## config.mk

```make
export PLATFORM = sky130hd
export DESIGN_NAME = optic_flow_binarizer
export DESIGN_NICKNAME = d
export VERILOG_FILES = /design/src/rtl/optic_flow_pkg.sv /design/src/rtl/optic_flow_line_buffer.sv /design/src/rtl/optic_flow_binarizer.sv
export SDC_FILE = /design/constraint.sdc
export NUM_CORES = 1
export LEC_CHECK = 0
export CAP_MARGIN = 20
export CORE_ASPECT_RATIO = 0.9
export CORE_MARGIN = 2
export CORE_UTILIZATION = 44
export DETAILED_ROUTE_END_ITERATION = 10
export GPL_TIMING_DRIVEN = 0
export PLACE_DENSITY_LB_ADDON = 0.12
export SLEW_MARGIN = 20
export SYNTH_ARGS = -nofsm -noshare
export SYNTH_HDL_FRONTEND = slang
export SYNTH_HIERARCHICAL = 1
export SYNTH_SLANG_ARGS = --single-unit
```

## constraint.sdc

```tcl
create_clock -name clock -period 3.85 [get_ports clock]
set_clock_uncertainty 0.1 [all_clocks]
set_input_delay 0.9625 -clock clock [delete_from_list [all_inputs] [get_ports clock]]
set_output_delay 0.9625 -clock clock [all_outputs]
set_load 0.05 [all_outputs]
```

## src/rtl/optic_flow_pkg.sv

```systemverilog
// Shared types for the optic-flow binarizer, the optic-flow CI and their benches.
package optic_flow_pkg;

  localparam int unsigned SEG_WIDTH   = 16;
  localparam int unsigned PIXEL_WIDTH = 8;

  typedef logic [SEG_WIDTH-1:0] seg_t;

  typedef struct packed {
    seg_t up;
    seg_t down;
  } flow_word_t;

endpackage

```

## src/rtl/optic_flow_line_buffer.sv

```systemverilog
// Single-port segment line buffer with registered read; holds the even row of a row pair.
module optic_flow_line_buffer
  import optic_flow_pkg::*;
#(
  parameter int unsigned Depth     = 40,
  parameter int unsigned AddrWidth = 6
) (
  input  logic                 clock,
  input  logic [AddrWidth-1:0] addr,
  input  logic                 write_en,
  input  seg_t                 write_data,
  input  logic                 read_en,
  output seg_t                 read_data
);

  seg_t mem [Depth];

  always_ff @(posedge clock) begin
    if (write_en) begin
      mem[addr] <= write_data;
    end
    if (read_en) begin
      read_data <= mem[addr];
    end
  end

endmodule

```

## src/rtl/optic_flow_binarizer.sv

```systemverilog
// Thresholds pixels, packs 16-pixel segments and pairs even/odd rows into {up, down} words.
// Optional frame ones-count output is enabled by defining OPTIC_FLOW_BIN_STATS_EN.
module optic_flow_binarizer
  import optic_flow_pkg::*;
#(
  parameter int unsigned LINE_WIDTH = 640
) (
  input  logic                   clock,
  input  logic                   reset,
  input  logic [PIXEL_WIDTH-1:0] threshold,
  input  logic                   enable,
  input  logic                   sof,
  input  logic                   sol,
  input  logic                   pixelValid,
  input  logic [PIXEL_WIDTH-1:0] pixel,
  output logic                   outValid,
  input  logic                   outReady,
  output logic [31:0]            outData,
  output logic                   outLast,
  output logic                   overflow,
`ifdef OPTIC_FLOW_BIN_STATS_EN
  output logic [19:0]            onesCount,
`endif
  input  logic                   clearOverflow
);

  localparam int unsigned SEG_COUNT      = LINE_WIDTH / SEG_WIDTH;
  localparam int unsigned COL_WIDTH      = $clog2(LINE_WIDTH + 1);
  localparam int unsigned SEG_ADDR_WIDTH = (SEG_COUNT > 1) ? $clog2(SEG_COUNT) : 1;
  localparam logic [COL_WIDTH-1:0]      COL_LIMIT = COL_WIDTH'(LINE_WIDTH);
  localparam logic [SEG_ADDR_WIDTH-1:0] LAST_SEG  = SEG_ADDR_WIDTH'(SEG_COUNT - 1);

  logic [COL_WIDTH-1:0]      col_q, col_d, col_cur;
  logic [SEG_WIDTH-2:0]      shift_q, shift_d, shift_cur;
  logic                      row_odd_q, row_odd_d;
  logic                      first_sol_q, first_sol_d;
  logic                      line_start, accept, pix_bit, seg_done;
  logic [SEG_ADDR_WIDTH-1:0] seg_idx;
  seg_t                      seg_word;

  logic       s1_valid_q, s1_valid_d;
  logic       s1_last_q, s1_last_d;
  seg_t       s1_down_q, s1_down_d;
  seg_t       s1_up;
  flow_word_t out_word_q, out_word_d;
  logic       out_valid_q, out_valid_d;
  logic       out_last_q, out_last_d;
  logic       overflow_q, overflow_d;

  // A strobe restarts the line in the same cycle, so a coincident pixel is column 0.
  assign line_start = enable && (sof || sol);
  assign col_cur    = line_start ? '0 : col_q;
  assign shift_cur  = line_start ? '0 : shift_q;
  assign pix_bit    = pixel > threshold;
  assign accept     = enable && pixelValid && (col_cur < COL_LIMIT);
  assign seg_idx    = col_cur[4 +: SEG_ADDR_WIDTH];
  assign seg_done   = accept && (col_cur[3:0] == 4'hF);
  assign seg_word   = {shift_cur, pix_bit};

  always_comb begin
    col_d       = accept ? col_cur + 1'b1 : col_cur;
    shift_d     = accept ? {shift_cur[SEG_WIDTH-3:0], pix_bit} : shift_cur;
    row_odd_d   = row_odd_q;
    first_sol_d = first_sol_q;
    if (enable && sof) begin
      // A coincident sol is the first line of the frame and must not toggle parity.
      row_odd_d   = 1'b0;
      first_sol_d = !sol;
    end else if (enable && sol) begin
      if (first_sol_q) begin
        first_sol_d = 1'b0;
      end else begin
        row_odd_d = !row_odd_q;
      end
    end
  end

  optic_flow_line_buffer #(
    .Depth     (SEG_COUNT),
    .AddrWidth (SEG_ADDR_WIDTH)
  ) u_line_buffer (
    .clock      (clock),
    .addr       (seg_idx),
    .write_en   (seg_done && !row_odd_q),
    .write_data (seg_word),
    .read_en    (seg_done && row_odd_q),
    .read_data  (s1_up)
  );

  always_comb begin
    s1_valid_d  = seg_done && row_odd_q;
    s1_down_d   = s1_valid_d ? seg_word : s1_down_q;
    s1_last_d   = s1_valid_d ? (seg_idx == LAST_SEG) : s1_last_q;
    out_word_d  = out_word_q;
    out_last_d  = out_last_q;
    out_valid_d = out_valid_q && !outReady;
    overflow_d  = clearOverflow ? 1'b0 : overflow_q;
    if (s1_valid_q) begin
      if (!out_valid_q || outReady) begin
        out_word_d  = '{up: s1_up, down: s1_down_q};
        out_last_d  = s1_last_q;
        out_valid_d = 1'b1;
      end else begin
        overflow_d = 1'b1;
      end
    end
  end

  always_ff @(posedge clock) begin
    if (reset) begin
      col_q       <= '0;
      shift_q     <= '0;
      row_odd_q   <= 1'b0;
      first_sol_q <= 1'b1;
      s1_valid_q  <= 1'b0;
      s1_last_q   <= 1'b0;
      s1_down_q   <= '0;
      out_word_q  <= '0;
      out_valid_q <= 1'b0;
      out_last_q  <= 1'b0;
      overflow_q  <= 1'b0;
    end else begin
      col_q       <= col_d;
      shift_q     <= shift_d;
      row_odd_q   <= row_odd_d;
      first_sol_q <= first_sol_d;
      s1_valid_q  <= s1_valid_d;
      s1_last_q   <= s1_last_d;
      s1_down_q   <= s1_down_d;
      out_word_q  <= out_word_d;
      out_valid_q <= out_valid_d;
      out_last_q  <= out_last_d;
      overflow_q  <= overflow_d;
    end
  end

  assign outValid = out_valid_q;
  assign outData  = out_word_q;
  assign outLast  = out_last_q;
  assign overflow = overflow_q;

`ifdef OPTIC_FLOW_BIN_STATS_EN
  logic [19:0] ones_run_q, ones_q;

  always_ff @(posedge clock) begin
    if (reset) begin
      ones_run_q <= '0;
      ones_q     <= '0;
    end else if (enable && sof) begin
      ones_q     <= ones_run_q;
      ones_run_q <= {19'd0, accept && pix_bit};
    end else if (accept && pix_bit) begin
      ones_run_q <= ones_run_q + 20'd1;
    end
  end

  assign onesCount = ones_q;
`endif

endmodule

```

* Yosys cells after proc, flatten, opt, wreduce, memory -nomap -nowiden *
Memory sizes are Yosys's and may differ from the RTL's. A register that Yosys moved wholly into a read port is not among the register bits.
Index checks and enable logic that the tools add are counted.

storage, ports and cells
  logic and storage cells = 51
  RAM bits = 640
  flip-flop bits (word level) = 80
  memories kept = 1

cells by class
  order comparisons = 2
  reduce and logical (&&, ||, !) cells = 19
  multiplexer cells = 13
  bitwise operators = 1
  equality and inequality tests = 2
  $add $sub $neg = 1

memory list
  memory             words  width  rd ports  clocked after Yosys merged registers in  wr ports  line                          RTL
  u_line_buffer.mem  40     16     1         1                                        1         optic_flow_line_buffer.sv:16  seg_t mem [Depth];

operators by type and width
  operator                                                          count
  15-bit two-way mux                                                2
  10-bit two-way mux                                                2
  10-bit by 1-bit adder with 10-bit output (second input constant)  1
  10-bit < comparator (second input constant)                       1
  1-bit logical AND                                                 9
  1-bit two-way mux                                                 9
  8-bit greater-than comparator                                     1
  6-bit equality test (second input constant)                       1
  4-bit equality test (second input constant)                       1
  1-bit logical NOT                                                 4
  2-bit AND reduction                                               2
  1-bit logical OR                                                  2
  2-bit nonzero test                                                1
  2-bit OR reduction                                                1
  1-bit inverter                                                    1

* Depth between registers and ports, before layout *
  depth after elaboration = 9
  depth in mapped cells = 13
  gate-level depth less buffers = 8

* Hierarchy *
Netlist, hierarchy kept.

modules (own cells, without submodules)
  module                  sequential area each (sq um)  area an instance (sq um)  cells each  instances
  optic_flow_line_buffer  19,698.9                      25,328.0                  1,378       1
  optic_flow_binarizer    1,601.5                       3,253.1                   417         1

* Least setup slack after synthesis *
OpenSTA, ideal clock, no wires.

  path kind = input -> register
  from = in sol
  to = mem u_line_buffer/mem[36][0] in the netlist's numbering, enable pin
  library setup time = 0.388 ns
  path slack = -0.187 ns
  data arrival time = 3.548 ns
  stages = 11
  cell sequence = o21ai_2 -> clkbuf_1 -> and2_1 -> buf_6 -> buf_6 -> buf_6 -> buf_2 -> buf_2 -> buf_2 -> nand3_1 -> nor2_1

between the ends
  cells in the longest elaborated chain, start to end = 9

RTL lines
  what                                     line                          RTL
  start, declared                          optic_flow_binarizer.sv:13    input logic sol,
  1-bit logical OR *                       optic_flow_binarizer.sv:51    assign line_start = enable && (sof || sol);
  1-bit logical AND *                      optic_flow_binarizer.sv:51
  10-bit two-way mux *                     optic_flow_binarizer.sv:52    assign col_cur = line_start ? '0 : col_q;
  via col_cur[6]                           optic_flow_binarizer.sv:33    logic [COL_WIDTH-1:0] col_q, col_d, col_cur;
  10-bit < comparator                      optic_flow_binarizer.sv:55    assign accept = enable && pixelValid && (col_cur < COL_LIMIT);
  1-bit logical AND                        optic_flow_binarizer.sv:55
  1-bit logical AND                        optic_flow_binarizer.sv:57    assign seg_done = accept && (col_cur[3:0] == 4'hF);
  1-bit logical AND                        optic_flow_binarizer.sv:84    .write_en (seg_done && !row_odd_q),
  1-bit two-way mux                        optic_flow_line_buffer.sv:19  if (write_en) begin
  1-bit two-way mux (not written as such)  optic_flow_line_buffer.sv:20  mem[addr] <= write_data;
  end, declared                            optic_flow_line_buffer.sv:16

The timed path passes the listed nets; every way through them passes the cells marked *.

* Worst setup path in the final report *
  from = in enable
  to = reg u_line_buffer.read_data[10], read port of u_line_buffer.mem, data pin

between the ends
  cells in the longest elaborated chain, start to end = 6

RTL lines
  what                  line                          RTL
  start, declared       optic_flow_binarizer.sv:11    input logic enable,
  1-bit logical AND *   optic_flow_binarizer.sv:51
  10-bit two-way mux *  optic_flow_binarizer.sv:52
  via col_cur[4]        optic_flow_binarizer.sv:33
  10-bit < comparator   optic_flow_binarizer.sv:55
  1-bit logical AND     optic_flow_binarizer.sv:55
  1-bit logical AND     optic_flow_binarizer.sv:57
  1-bit logical AND     optic_flow_binarizer.sv:86    .read_en (seg_done && row_odd_q),
  end, declared         optic_flow_line_buffer.sv:13  output seg_t read_data

Marks and branches as above.
A chain may end at the register's enable or synchronous reset.

==> results.md <==
* Finished Core Util at 0.5458
* WP data arrival at 4170 ps
* Multi-input gate area at 0.007161 mm^2
* Area after DPL at 0.03106 mm^2
* Crit-path max FO at 10
* Final hold slack at 350.2 ps
* RSZ-0062 raised after global routing: true
* Worst setup path start: enable
* Post-synth top cells: edfxtp_1 (656), nand2_1 (189), a21oi_1 (89)
* Initial drt markers at 2734
* Vias in the first global route at 17870
* Vias per cell at 6.345
* All-layer global routing usage at 0.2955
* Yosys cell types at 69
* Std cell rows at 88
* Final Hold Vio Count at 0
* Largest family of logic cells by synthesized area: compound AO/OA/AOI/OAI gates
* Net Count, Synth at 1828
* Top FF cell, synth: edfxtp_1
* Largest net degree at the start of global routing at 42
* Flops & latches, synth at 736
* Wire per inst at 33.32 um
* Worst-Skew Late Latency at 630 ps
* Clock Pin Slew Worst Setup and Hold Paths at 60 ps
* Max-cap viol count at 0
* Yosys top cell area share at 0.6892
* Fin area at 0.03504 mm^2
* Largest area contributor in the netlist: edfxtp_1
* HPWL Detailed at 63.39 mm
* Detailed-route via count at 18800
* Grt ovf at 0
* Crit path kind: in -> reg
* CORE AREA at 0.06419 mm^2
* Setup-failing EPs final at 37
* HP Class: reg -> reg
* Final WS setup at -141.1 ps
* Synth Area in Simple Gates at 0.05862
* Minimum clock period at 3991 ps
* # clock sinks at 736
* Max Clk Rate at 250.6 MHz
* Lkg Pwr at 11.33 nW
* CTS tree: yes
* Status: finished with violations
* Fill cells at 5141
* Worst-margin pin slew at 1234 ps
* Worst r2r path cells at 6
* Initial antenna violation count at 4
* Total iterations of the first detailed-routing run at 6
* Sequential cell area fraction in the yosys report at 0.7453
* Final ANT Viol Nets at 0
* Synthesized area per cell at 15.92 um^2
* H-tree depth at 3
* Cell count after synthesis at 1795
* Synth warn at 6
* Pre-CTS setup slack at -2861 ps
* CTS buffer count at 76
* Top-count cell post-synth: edfxtp_1
* Adder-cell share of the synthesized area at 0.003940
* Total power at 15.75 mW
* XOR/XNOR Fraction of Synth Area at 0.002452
* PwrDens at 449.5 mW/mm^2
* FF-to-FF Start: col_q[9]
* Boundary Pins at 59
* Register area at 0.02130 mm^2
* Top cells by area, synth: edfxtp_1 (69%), dfxtp_1 (5.6%), mux4_2 (2.9%), a221oi_1 (2.5%), mux2_2 (2.5%)
* Worst slew margin at 0.1774
* HP Start: outData[27]
* First-pass GRT wire length at 137.0 mm
* # placed instances at 2741
* Setup tns final at -3092 ps
* Synth Area in Compound Gates at 0.09320
* CTS Root Cell: clkbuf_16
* Share of cells above drive strength 1 at 0.2466
* Placer congestion estimate at 0.9862
* Max Slew Vio Count at 0
* Die Y at 245.8 um
* Post-synth EDFFs at 656
* CTS Buffer Depth at 3
* Total Wirelength at 98.73 mm
* Critical Path End Type: register
* Failing checks: negative setup slack
* Synth Cell Area at 0.02858 mm^2
* Chip width at 272.7 um
* Peak supply drop at 0.3210 mV
* Worst setup SP type: input port
* Fin crit share at 1.037
* Initial Util at 0.4452
* Hold Path Stages at 2
* Ys async rst share at 0
* Final #Nets at 2080
* Area delta synth->final at 22.58%
* Die area at 0.06702 mm^2
* Req. time, crit path at 4030 ps
* Port Buffers at 57
* Drt drc at 0
* Post-synthesis mux area share at 0.07306
* Non-Filler Instances at 2963
==> logic make-up after synthesis <==
logic type / after synthesis
flops: 736
simple gates: 377
compound gates: 375
mux: 154
buf+inv: 136
fa+ha+maj: 9
xor+xnor: 8
==> path summary, 6_finish.rpt <==
check,endpoint,slack (ps)
worst min register to register,outData[27],350
worst max register to register,u_line_buffer/read_data[10],290
worst min-delay path,outData[27],350
worst max-delay path,u_line_buffer/read_data[10],-140
==> where the power goes <==
group	switching, mW	internal [mW]	total (mW)	leakage (nW)
clock network	3.03	4.00	7.03	1.15
logic	0.0836	0.0483	0.132	3.43
registers	0.00156	8.59	8.59	6.75
total	3.12	12.6	15.7	11.3
==> registers in the layout, indices dropped and copies added, names as in the netlist <==
signal / flops
outLast: 1
u_line_buffer/mem: 640
s1_valid_q: 1
shift_q: 15
col_q: 10
first_sol_q: 1
overflow: 1
s1_down_q: 16
s1_last_q: 1
outValid: 1
outData: 32
u_line_buffer/read_data: 16
row_odd_q: 1
==> placed cells by master, fill, tap and decap left out, types with 37 or more instances in the layout <==
master	Yosys	routed
edfxtp_1	656	656
mux2i_1	50	46
clkdlybuf4s50_1	0	54
clkbuf_16	0	80
mux2_2	63	64
nor2_4	0	42
buf_4	8	69
buf_12	0	46
nand2_1	189	186
a22oi_1	59	56
clkbuf_1	53	54
dfxtp_1	80	80
mux4_2	37	37
nor2_1	86	45
a21oi_1	89	87
a221oi_1	83	78
==> critical path, cell delays in order <==
cell	delay [ps]
clkdlybuf4s15_2	260
o21ai_4	90
buf_6	130
nand2_2	120
clkinvlp_4	250
buf_12	220
buf_12	170
buf_6	180
buf_6	180
a31oi_1	180
o21ai_0	110
o2bb2ai_1	170
a222oi_1	830
nand3_1	260
==> cell type report <==
class,count,share of cell area
clock buffer,106,0.06078
sequential,736,0.6080
inverter,16,0.001893
tap,855,0.03053
clock inverter,30,0.005750
timing repair inverter,1,0.0001428
multi-input combinational,923,0.2044
buffer,118,0.02668
antenna,3,0.0002143
timing repair buffer,175,0.06167
==> per-layer routing <==
layer,vias to the layer above,GRT usage,share of wire
li1,7609,-,-
met1,9632,0.4183,0.40
met2,1311,0.4330,0.43
met3,243,0.08847,0.13
met4,4,0.1047,0.040
met5,-,0,0.00024
==> repair_timing <==
action / CTS / global route
pin swaps: 38 / 9
cloned: 2 / 0
endpoints found under the hold margin: 0 / 0
hold buffers: 0 / 0
setup endpoints to repair: 674 / 251
setup buffers: 66 / 17
resized for setup: 172 / 28
No activity file was read; power rests on OpenSTA's default activity.
